File: config.mk
export PLATFORM = sky130hd
export DESIGN_NAME = multicycle_stage_sequencer
export DESIGN_NICKNAME = d
export VERILOG_FILES = /design/src/rtl/multicycle_stage_sequencer.sv
export SDC_FILE = /design/constraint.sdc
export NUM_CORES = 1
export LEC_CHECK = 0
export CAP_MARGIN = 25
export CORE_UTILIZATION = 45
export DETAILED_ROUTE_END_ITERATION = 7
export GPL_ROUTABILITY_DRIVEN = 0
export GPL_TIMING_DRIVEN = 0
export PLACE_DENSITY_LB_ADDON = 0.3
export SYNTH_ARGS = -nofsm -noshare
export SYNTH_HDL_FRONTEND = slang
export SYNTH_SLANG_ARGS = --single-unit
File: constraint.sdc
create_clock -name Clock -period 3.2 [get_ports Clock]
set_input_delay 0.32 -clock Clock [delete_from_list [all_inputs] [get_ports Clock]]
set_output_delay 0.32 -clock Clock [all_outputs]
set_load 0.02 [all_outputs]
File: src/rtl/multicycle_stage_sequencer.sv
// rtl/multicycle_stage_sequencer.sv - five-stage instruction sequencer with memory wait states, stall and fault
module multicycle_stage_sequencer #(
    parameter int MEM_TIMEOUT = 15,
    parameter int TO_W        = 4,
    parameter int NOP_SKIP    = 1,
    parameter int CNT_W       = 16
) (
    input  logic             Clock,
    input  logic             Reset_n,
    input  logic             Hold,
    input  logic             Mem_Ready,
    input  logic             NOP_FLAG,
    input  logic [1:0]       Mem_Access,
    input  logic             Writes_RF,
    output logic [2:0]       Stage,
    output logic             IR_Enable,
    output logic             PC_Enable,
    output logic             RA_Enable,
    output logic             RB_Enable,
    output logic             RZ_Enable,
    output logic             RM_Enable,
    output logic             RY_Enable,
    output logic             RF_WRITE,
    output logic             MA_Select,
    output logic [1:0]       MEM_r_w_z_z,
    output logic             Instr_Done,
    output logic             Mem_Fault,
    output logic [CNT_W-1:0] Instr_Count
);

    typedef enum logic [2:0] {
        ST_FETCH     = 3'd0,
        ST_DECODE    = 3'd1,
        ST_EXECUTE   = 3'd2,
        ST_MEMORY    = 3'd3,
        ST_WRITEBACK = 3'd4,
        ST_FAULT     = 3'd7
    } state_t;

    localparam logic [TO_W-1:0] TO_LAST = TO_W'((MEM_TIMEOUT > 0) ? MEM_TIMEOUT - 1 : 0);

    state_t           r_state;
    logic [TO_W-1:0]  r_wait;
    logic [CNT_W-1:0] r_count;

    state_t           w_next_state;
    logic [TO_W-1:0]  w_wait_next;
    logic [1:0]       w_mem_cmd;
    logic             w_to_hit;
    logic             w_active;
    logic             w_ir, w_pc, w_ra, w_rb, w_rz, w_rm, w_ry, w_rf_wr;
    logic             w_done, w_fault, w_ma_sel;
    logic [1:0]       w_cmd;

    // 11 is an illegal access code and behaves like no access; NOPs never touch memory
    assign w_mem_cmd = (NOP_FLAG || Mem_Access == 2'b11) ? 2'b00 : Mem_Access;
    assign w_to_hit  = (MEM_TIMEOUT > 0) && (r_wait == TO_LAST);
    assign w_active  = Reset_n & ~Hold;

    always_comb begin
        w_next_state = r_state;
        w_wait_next  = r_wait;
        w_ir         = 1'b0;
        w_pc         = 1'b0;
        w_ra         = 1'b0;
        w_rb         = 1'b0;
        w_rz         = 1'b0;
        w_rm         = 1'b0;
        w_ry         = 1'b0;
        w_rf_wr      = 1'b0;
        w_done       = 1'b0;
        w_fault      = 1'b0;
        w_ma_sel     = 1'b1;
        w_cmd        = 2'b00;
        case (r_state)
            ST_FETCH: begin
                w_cmd = 2'b10;
                if (Mem_Ready) begin
                    w_ir         = 1'b1;
                    w_pc         = 1'b1;
                    w_next_state = ST_DECODE;
                    w_wait_next  = '0;
                end else if (w_to_hit) begin
                    w_next_state = ST_FAULT;
                end else begin
                    w_wait_next = r_wait + 1'b1;
                end
            end
            ST_DECODE: begin
                if (NOP_FLAG && NOP_SKIP != 0) begin
                    w_done       = 1'b1;
                    w_next_state = ST_FETCH;
                end else begin
                    w_ra         = 1'b1;
                    w_rb         = 1'b1;
                    w_next_state = ST_EXECUTE;
                end
            end
            ST_EXECUTE: begin
                w_rz         = ~NOP_FLAG;
                w_rm         = ~NOP_FLAG;
                w_next_state = ST_MEMORY;
            end
            ST_MEMORY: begin
                w_ma_sel = 1'b0;
                w_cmd    = w_mem_cmd;
                if (w_mem_cmd == 2'b00 || Mem_Ready) begin
                    w_ry         = 1'b1;
                    w_next_state = ST_WRITEBACK;
                    w_wait_next  = '0;
                end else if (w_to_hit) begin
                    w_next_state = ST_FAULT;
                end else begin
                    w_wait_next = r_wait + 1'b1;
                end
            end
            ST_WRITEBACK: begin
                w_rf_wr      = Writes_RF & ~NOP_FLAG;
                w_done       = 1'b1;
                w_next_state = ST_FETCH;
            end
            ST_FAULT: begin
                w_fault = 1'b1;
            end
            default: begin
                w_next_state = ST_FAULT;
            end
        endcase
    end

    always_ff @(posedge Clock) begin
        if (!Reset_n) begin
            r_state <= ST_FETCH;
            r_wait  <= '0;
            r_count <= '0;
        end else if (!Hold) begin
            r_state <= w_next_state;
            r_wait  <= w_wait_next;
            if (w_done) begin
                r_count <= r_count + 1'b1;
            end
        end
    end

    // Stall and reset silence every datapath side effect but leave Stage visible
    assign Stage       = r_state;
    assign IR_Enable   = w_ir & w_active;
    assign PC_Enable   = w_pc & w_active;
    assign RA_Enable   = w_ra & w_active;
    assign RB_Enable   = w_rb & w_active;
    assign RZ_Enable   = w_rz & w_active;
    assign RM_Enable   = w_rm & w_active;
    assign RY_Enable   = w_ry & w_active;
    assign RF_WRITE    = w_rf_wr & w_active;
    assign Instr_Done  = w_done & w_active;
    assign MEM_r_w_z_z = w_cmd & {2{w_active}};
    assign MA_Select   = Reset_n ? w_ma_sel : 1'b1;
    assign Mem_Fault   = w_fault & Reset_n;
    assign Instr_Count = r_count;

endmodule

==> metrics list, run 1 <==
- Number of cells on the worst hold path: 2
* Area growth syn-to-layout: 32.5%
* Unrepaired setup endpoints after global routing: false
- The floorplan step defined a die boundary enclosing 3370 sq um.
- Fill cells in the final layout number 258.
- Before CTS, the worst setup slack after placement is 0.458 ns.
- Total routing usage reported by global routing: 0.231
- DR vias/cell: 5.51
* Class of the most critical setup path: in -> out
- During placement, the flow inserted port buffers numbering 38.
- Of all nets on the critical path, the largest fanout is 10.
* Synthesized area: 1410 sq um
* Fin nets: 233
* Post-synth cell types: 39
* FF-to-FF path depth: 5
- Drt initial violations: 85
* Via total after detailed routing: 1449
- The number of antenna violations at the first check in global routing was 0.
- Count of final setup violators: 0
* Register area share after synthesis: 0.326
- The critical path crosses 6 cells after its start point.
- Total wire length after detailed routing: 3680 microns
* Post-CTS Setup Repair Bufs: 0
* Number of diodes: 0
* Startpoint class of the critical path: input port
* Timing-limited maximum frequency: 357 MHz
- The pre-antenna-repair detailed-routing pass consisted of 6 iterations.
- The core region is 2880 sq um.
- In this design, the stage delay of the slowest critical-path cell is 0.60 ns.
- The run finished, with violations left.
- After detailed routing, the average wire length per cell comes to 14.0 microns.
- Hold repair after CTS inserted 0 buffers.
- The floorplan step set the die width to 58.1 microns.
- The number of nets handed over by synthesis was 190.
- Placed insts: 259
- Non-filler instance count after layout: 263
* Library cell used as clock root buffer: sky130_fd_sc_hd__clkbuf_4
- Std-Cell Rows: 19
- Flip-flop and latch area: 460 sq um
- In this run the power density over the cells is 271 nW/um^2.
- #FFs+latches synth: 23
- Arrival time reported for the critical path endpoint: 2.48 ns
* Mean Syn Cell Area: 7.90 sq um
- Clock Skews: 0.00117 ns
- Worst min-delay path class: reg -> reg
- At the pin with the least slew margin, the transition time is 0.631 ns.
- The first global-routing pass estimated 6150 microns of wire.
- Largest net degree at the start of global routing: 13
* Gate count after technology mapping: 179
* Remaining DRCs: 3
- Clock tree sinks: 23
- Final critical-path required period: 2.80 ns
* Max stage delay cell, worst path: sky130_fd_sc_hd__clkdlybuf4s50_1
- The wire-length estimate of the detail-placed layout is 2810 microns.
* Clock transition time at the flip-flop clock pins of the worst setup and hold paths: 0.12 ns
* Number of placed I/O pins: 40
* Insertion delay of the later-clocked pin in the worst-skew pair: 0.30 ns
- The number of global-route vias before repair came to 1362.
- Once detail routing completed, the nets flagged for antenna violations numbered 0.
- Number of hold violations in the final report: 0
- Share of cells above drive strength 1: 0.0769
* Leakage Power: 0.672 nW
* Setup Total Neg Slack: 0 ns
- The final reports fail on design-rule violations.
- Number of buffers on the longest clock path: 2
- Of the available clock period, the critical path in the final layout requires 0.876.
- During synthesis, Yosys emitted a total of 0 warnings.
- After global routing the overflow that remains totals 0.
* Max rail drop VDD: 204 uV
- The initial utilization of the core area, before any placement, comes to 0.492.
- Cell family with the largest share of critical-path delay: buffers and inverters
- Ordered cell list for the critical path: clkdlybuf4s50_1, clkbuf_1, nand2b_1, nor4_1, buf_4, clkdlybuf4s50_1
- CP endpoint kind: output pin
- CTS tree: yes
- Number of buffers added by the clock tree synthesis step: 3
* WP data required: 2.88 ns
* Post-CTS Resized: 0
- The final max-slew violation count was 0.
- Across all register-to-register paths, the minimum setup slack is 1.48 ns.
- Multi-input gate area in the final layout: 856 sq um
- CP Buf/Inv Count: 4
* H-tree depth: 1
- The die is 58.1 microns tall.
- Once routing completed, OpenROAD measured the worst setup slack at 0.396 ns.
- Counting stages on the worst path, the most repeated cell is sky130_fd_sc_hd__clkdlybuf4s50_1.
- Measured against its own limit, the worst slew margin works out to 0.577.
- Across the run, the number of max-cap violations was 0.
## cell usage in the layout (no fill, tap or decap), types with 2 or more instances in the layout
| cell type | synthesis | routed |
|---|---|---|
| sky130_fd_sc_hd__a31oi_1 | 2 | 2 |
| sky130_fd_sc_hd__buf_4 | 3 | 3 |
| sky130_fd_sc_hd__a2111oi_0 | 3 | 3 |
| sky130_fd_sc_hd__nand3b_1 | 3 | 3 |
| sky130_fd_sc_hd__nand2_1 | 17 | 17 |
| sky130_fd_sc_hd__and3_1 | 4 | 4 |
| sky130_fd_sc_hd__buf_2 | 2 | 2 |
| sky130_fd_sc_hd__ha_1 | 3 | 3 |
| sky130_fd_sc_hd__nor3_1 | 8 | 8 |
| sky130_fd_sc_hd__clkbuf_1 | 5 | 6 |
| sky130_fd_sc_hd__or3_1 | 4 | 4 |
| sky130_fd_sc_hd__nor2_1 | 12 | 12 |
| sky130_fd_sc_hd__o21ai_0 | 7 | 7 |
| sky130_fd_sc_hd__nand3_1 | 8 | 8 |
| sky130_fd_sc_hd__xnor2_1 | 5 | 5 |
| sky130_fd_sc_hd__mux2i_1 | 7 | 7 |
| sky130_fd_sc_hd__dfxtp_1 | 23 | 23 |
| sky130_fd_sc_hd__nor4_1 | 3 | 3 |
| sky130_fd_sc_hd__and2_1 | 2 | 2 |
| sky130_fd_sc_hd__nand4_1 | 6 | 6 |
| sky130_fd_sc_hd__a21oi_1 | 14 | 14 |
| sky130_fd_sc_hd__clkbuf_4 | 0 | 3 |
| sky130_fd_sc_hd__nand2b_1 | 11 | 11 |
| sky130_fd_sc_hd__inv_1 | 8 | 8 |
| sky130_fd_sc_hd__o221a_2 | 2 | 2 |
| sky130_fd_sc_hd__clkdlybuf4s50_1 | 0 | 38 |
| sky130_fd_sc_hd__a211oi_1 | 3 | 3 |
## area by class of cell
type / count / share of cell area
Inverter: 8 / 0.0160
Buffer: 12 / 0.0361
Multi-Input combinational cell: 136 / 0.457
Timing Repair Buffer: 38 / 0.203
Sequential cell: 23 / 0.246
Clock buffer: 4 / 0.0140
Tap cell: 42 / 0.0281
## through the flow
stage	total power, mW	hold slack [ns]	instance area, sq um	util
4_1_cts	0.515	0.495	1870	0.651
2_1_floorplan	0.350	0.461	1410	-
5_1_grt	0.537	0.519	1870	0.651
6_report	0.508	0.492	1870	0.651
3_3_place_gp	0.377	0.455	1850	0.642
3_5_place_dp	0.381	0.477	1850	0.642
## cells by family (layout without fill, tap and decap cells)
| kind of cell | after synthesis | after routing | synth area share |
|---|---|---|---|
| simple gates | 84 | 84 | 0.327 |
| compound gates | 37 | 37 | 0.171 |
| flops | 23 | 23 | 0.326 |
| buf+inv | 20 | 62 | 0.0690 |
| mux | 7 | 7 | 0.0496 |
| xor+xnor | 5 | 5 | 0.0310 |
| fa+ha+maj | 3 | 3 | 0.0266 |
## report_power, final
group / total (mW) / internal, mW / switching (mW)
sequential: 0.294 / 0.290 / 0.00430
combinational: 0.0824 / 0.0340 / 0.0485
clock: 0.132 / 0.0486 / 0.0831
total: 0.508 / 0.372 / 0.136
## flip-flops by register name, summed over array words and instances, names as in the netlist
name / flops
Instr_Count: 16
Stage: 3
r_wait: 4
## routing by layer
| layer | global-route usage | share of wire | routed length, microns | up-vias |
|---|---|---|---|---|
| met4 | 0.0646 | 0.0084 | 31 | 0 |
| met3 | 0.0469 | 0.049 | 181 | 6 |
| li1 | - | - | - | 727 |
| met2 | 0.402 | 0.49 | 1820 | 49 |
| met5 | 0 | 0 | 0 | - |
| met1 | 0.288 | 0.45 | 1650 | 667 |
## worst paths after layout
kind	start	endpoint
max	Hold	RZ_Enable
min	Instr_Count[15]$_SDFFE_PN0P_	Instr_Count[15]$_SDFFE_PN0P_
max reg2reg	Stage[1]$_SDFFE_PN0P_	r_wait[2]$_SDFFE_PN0P_
min reg2reg	Instr_Count[15]$_SDFFE_PN0P_	Instr_Count[15]$_SDFFE_PN0P_
## synthesized netlist by cell type (all sizes together)
cell | n | area [sq um]
a2111oi | 3 | 26.3
a211o | 1 | 8.76
a211oi | 4 | 35.0
a21oi | 14 | 70.1
a31o | 1 | 8.76
a31oi | 2 | 12.5
and2 | 2 | 12.5
and3 | 4 | 25.0
and3b | 1 | 8.76
and4 | 1 | 8.76
buf | 6 | 43.8
clkbuf | 6 | 23.8
dfxtp | 23 | 460
ha | 3 | 37.5
inv | 8 | 30.0
mux2i | 7 | 70.1
nand2 | 17 | 63.8
nand2b | 12 | 77.6
nand3 | 8 | 40.0
nand3b | 4 | 42.5
nand4 | 6 | 37.5
nand4bb | 1 | 11.3
nor2 | 12 | 45.0
nor3 | 8 | 40.0
nor4 | 3 | 18.8
o21ai | 7 | 35.0
o221a | 2 | 22.5
o22ai | 1 | 6.26
o2bb2ai | 1 | 8.76
o31ai | 1 | 7.51
or2 | 1 | 6.26
or3 | 4 | 25.0
xnor2 | 5 | 43.8
## tightest hold or removal path: stages, from the launching register on
cell,delay (ns)
sky130_fd_sc_hd__dfxtp_1,0.34
sky130_fd_sc_hd__nand2_1,0.05
sky130_fd_sc_hd__mux2i_1,0.06
(Power assumes the default switching activity.)
==> run 2: changes to the inputs <==
CORE_MARGIN = 2   (was default)
==> run 2 against run 1 <==
  * Power is 0.27% higher
  * Wire length down 11%
  * The flow now finishes without violations
  * Worst setup slack improved by 0.022 ns
  * Sequential power about the same
  * Critical endpoint is now RB_Enable
  * Non-clock buffer count did not move
  * Via count fell by 3.2%
  * Critical path type unchanged
  * Clock power up 3%
  * Maximum frequency increased by 0.80%
==> metrics list, run 2 (synthesized netlist as in run 1, its figures left out) <==
* Outcome: completed
- CTS tree: yes
- Total wire length after detailed routing: 3280 microns
- Data on the critical path arrives at its endpoint at 2.46 ns.
- Clock Skews: 0.0100 ns
- Worst rel slew slack: 0.613
- By instance count, the cell type seen most on the critical path is sky130_fd_sc_hd__clkdlybuf4s50_1.
- Wire length of the first global-routing pass: 5780 microns
- Startpoint class of the critical path: input port
- In this design, the stage delay of the slowest critical-path cell is 0.60 ns.
- DR vias/cell: 5.29
* Height of the chip: 60.1 microns
* Number of diodes: 0
- Die area: 3610 sq um
- After the first detailed-routing iteration, the DRC count stood at 64.
- Core region area: 3030 sq um
* Number of buffers on the longest clock path: 2
- Timing-limited maximum frequency: 359 MHz
- Unrepaired setup endpoints after global routing: false
- Total routing usage reported by global routing: 0.206
- The final number of hold-violating endpoints is 0.
- Across the run, the number of max-cap violations was 0.
- The final max-slew violation count is 0.
* Largest register FFs: 16
* Final worst hold slack: 0.490 ns
- Including well taps, the total number of placed cells is 261.
- After detailed placement, the total cell area comes to 1850 sq um.
- The count of buffers added on input and output ports is 38.
* Final cycle utilization of the critical path: 0.869
- Critical Path Fanout Max: 10
- Gr ovfl total: 0
- Worst min-delay path class: reg -> reg
- Hold-fix buffers at CTS: 0
- Post-CTS Setup Repair Bufs: 0
* Most frequent standard cell in the layout excluding fill and tap cells: sky130_fd_sc_hd__clkdlybuf4s50_1
* H-tree depth: 1
- Setup Total Neg Slack: 0 ns
- Average wire per standard cell: 12.4 microns
* Commonest cells after routing, fill and taps aside: sky130_fd_sc_hd__clkdlybuf4s50_1 (38), sky130_fd_sc_hd__dfxtp_1 (23), sky130_fd_sc_hd__nand2_1 (17)
* Final critical-path required period: 2.78 ns
- The number of antenna violations at the first check in global routing is 0.
* CP endpoint kind: output pin
- Total power divided by cell area: 272 nW/um^2
- Counting every sink on the clock net gives 23.
- Ordered cell list for the critical path: clkdlybuf4s50_1, clkbuf_1, nand2b_1, nor4_1, buf_4, clkdlybuf4s50_1
- The number of clock buffers added by TritonCTS is 3.
- For this run, the number of standard cells in the final layout without fillers is 265.
* Number of global-route vias before repair: 1258
- Measured along the x axis, the die boundary spans 60.1 microns.
- The critical path is of the in -> out type.
- Leakage Power: 0.672 nW
* Remaining DRCs: 0
- Drt first pass iters: 4
* Residual antenna-violating net count after detailed routing: 0
- Worst-margin pin slew: 0.566 ns
* Number of placed I/O pins: 40
- Gates resized during post-CTS repair numbered 0.
- Area growth syn-to-layout: 32.7%
* Std-Cell Rows: 20
- After clock tree synthesis, the clock-pin slew on the worst setup and hold paths is 0.13 ns.
- Data on the critical path is required at its endpoint by 2.88 ns.
- Initial Util: 0.467
- Largest net degree at the start of global routing: 13
- On the critical path, the stage with the largest delay is an instance of sky130_fd_sc_hd__clkdlybuf4s50_1.
* Library cell used as clock root buffer: sky130_fd_sc_hd__clkbuf_4
- Max rail drop VDD: 230 uV
- Detailed Place HPWL: 2480 microns
- Count of final setup violators: 0
- The later pin in the worst-skew pair is clocked with a latency of 0.31 ns.
- Fin nets: 233
- Of the cells placed in the final design, the portion with a size suffix greater than 1 is 0.0769.
- With fillers left out, the area of the finished cells amounts to 1880 sq um.
- The routed layout has 1403 vias.
[run 2: report_power, final]
part / internal [mW] / total [mW] / switching, mW
Sequential: 0.290 / 0.294 / 0.00437
Clock: 0.0487 / 0.136 / 0.0875
Combinational: 0.0339 / 0.0793 / 0.0455
Total: 0.372 / 0.510 / 0.137
[run 2: area by class of cell]
cell class / count / area (sq um)
Buffer: 12 / 67.6
Timing Repair Buffer: 38 / 380
Fill cell: 273 / 1150
Inverter: 8 / 30.0
Multi-Input combinational cell: 136 / 856
Tap cell: 44 / 55.1
Sequential cell: 23 / 460
Clock buffer: 4 / 26.3
[run 2: final timing paths]
kind / slack [ns] / from / cells past startpoint / endpoint
setup / recovery: 0.42 / Hold / 6 / RB_Enable
hold / removal: 0.49 / Instr_Count[15]$_SDFFE_PN0P_ / 2 / Instr_Count[15]$_SDFFE_PN0P_
setup reg to reg: 1.52 / Instr_Count[0]$_SDFFE_PN0P_ / 5 / Instr_Count[12]$_SDFFE_PN0P_
hold reg to reg: 0.49 / Instr_Count[15]$_SDFFE_PN0P_ / 2 / Instr_Count[15]$_SDFFE_PN0P_
[run 2: critical path: cells and delay by family]
family                 cells  cell delay [ns]
buffers and inverters      4             1.45
and+or+nand+nor            2             0.69
[run 2: routing by layer]
layer / global-route usage / part of all wire / vias up
met4: 0.0381 / 0.0055 / 0
met3: 0.0411 / 0.059 / 2
met2: 0.323 / 0.47 / 31
li1: - / - / 728
met1: 0.295 / 0.46 / 642
met5: 0 / 0 / -
[run 2: through the flow]
| stage | setup slack (ns) | total power, mW | util |
|---|---|---|---|
| final | 0.418 | 0.510 | 0.619 |
| after global routing | 0.234 | 0.543 | 0.619 |
| after CTS | 0.382 | 0.516 | 0.619 |
| after detailed placement | 0.394 | 0.380 | 0.611 |
| after global placement | 0.402 | 0.379 | 0.611 |
| after floorplan | 1.09 | 0.350 | - |
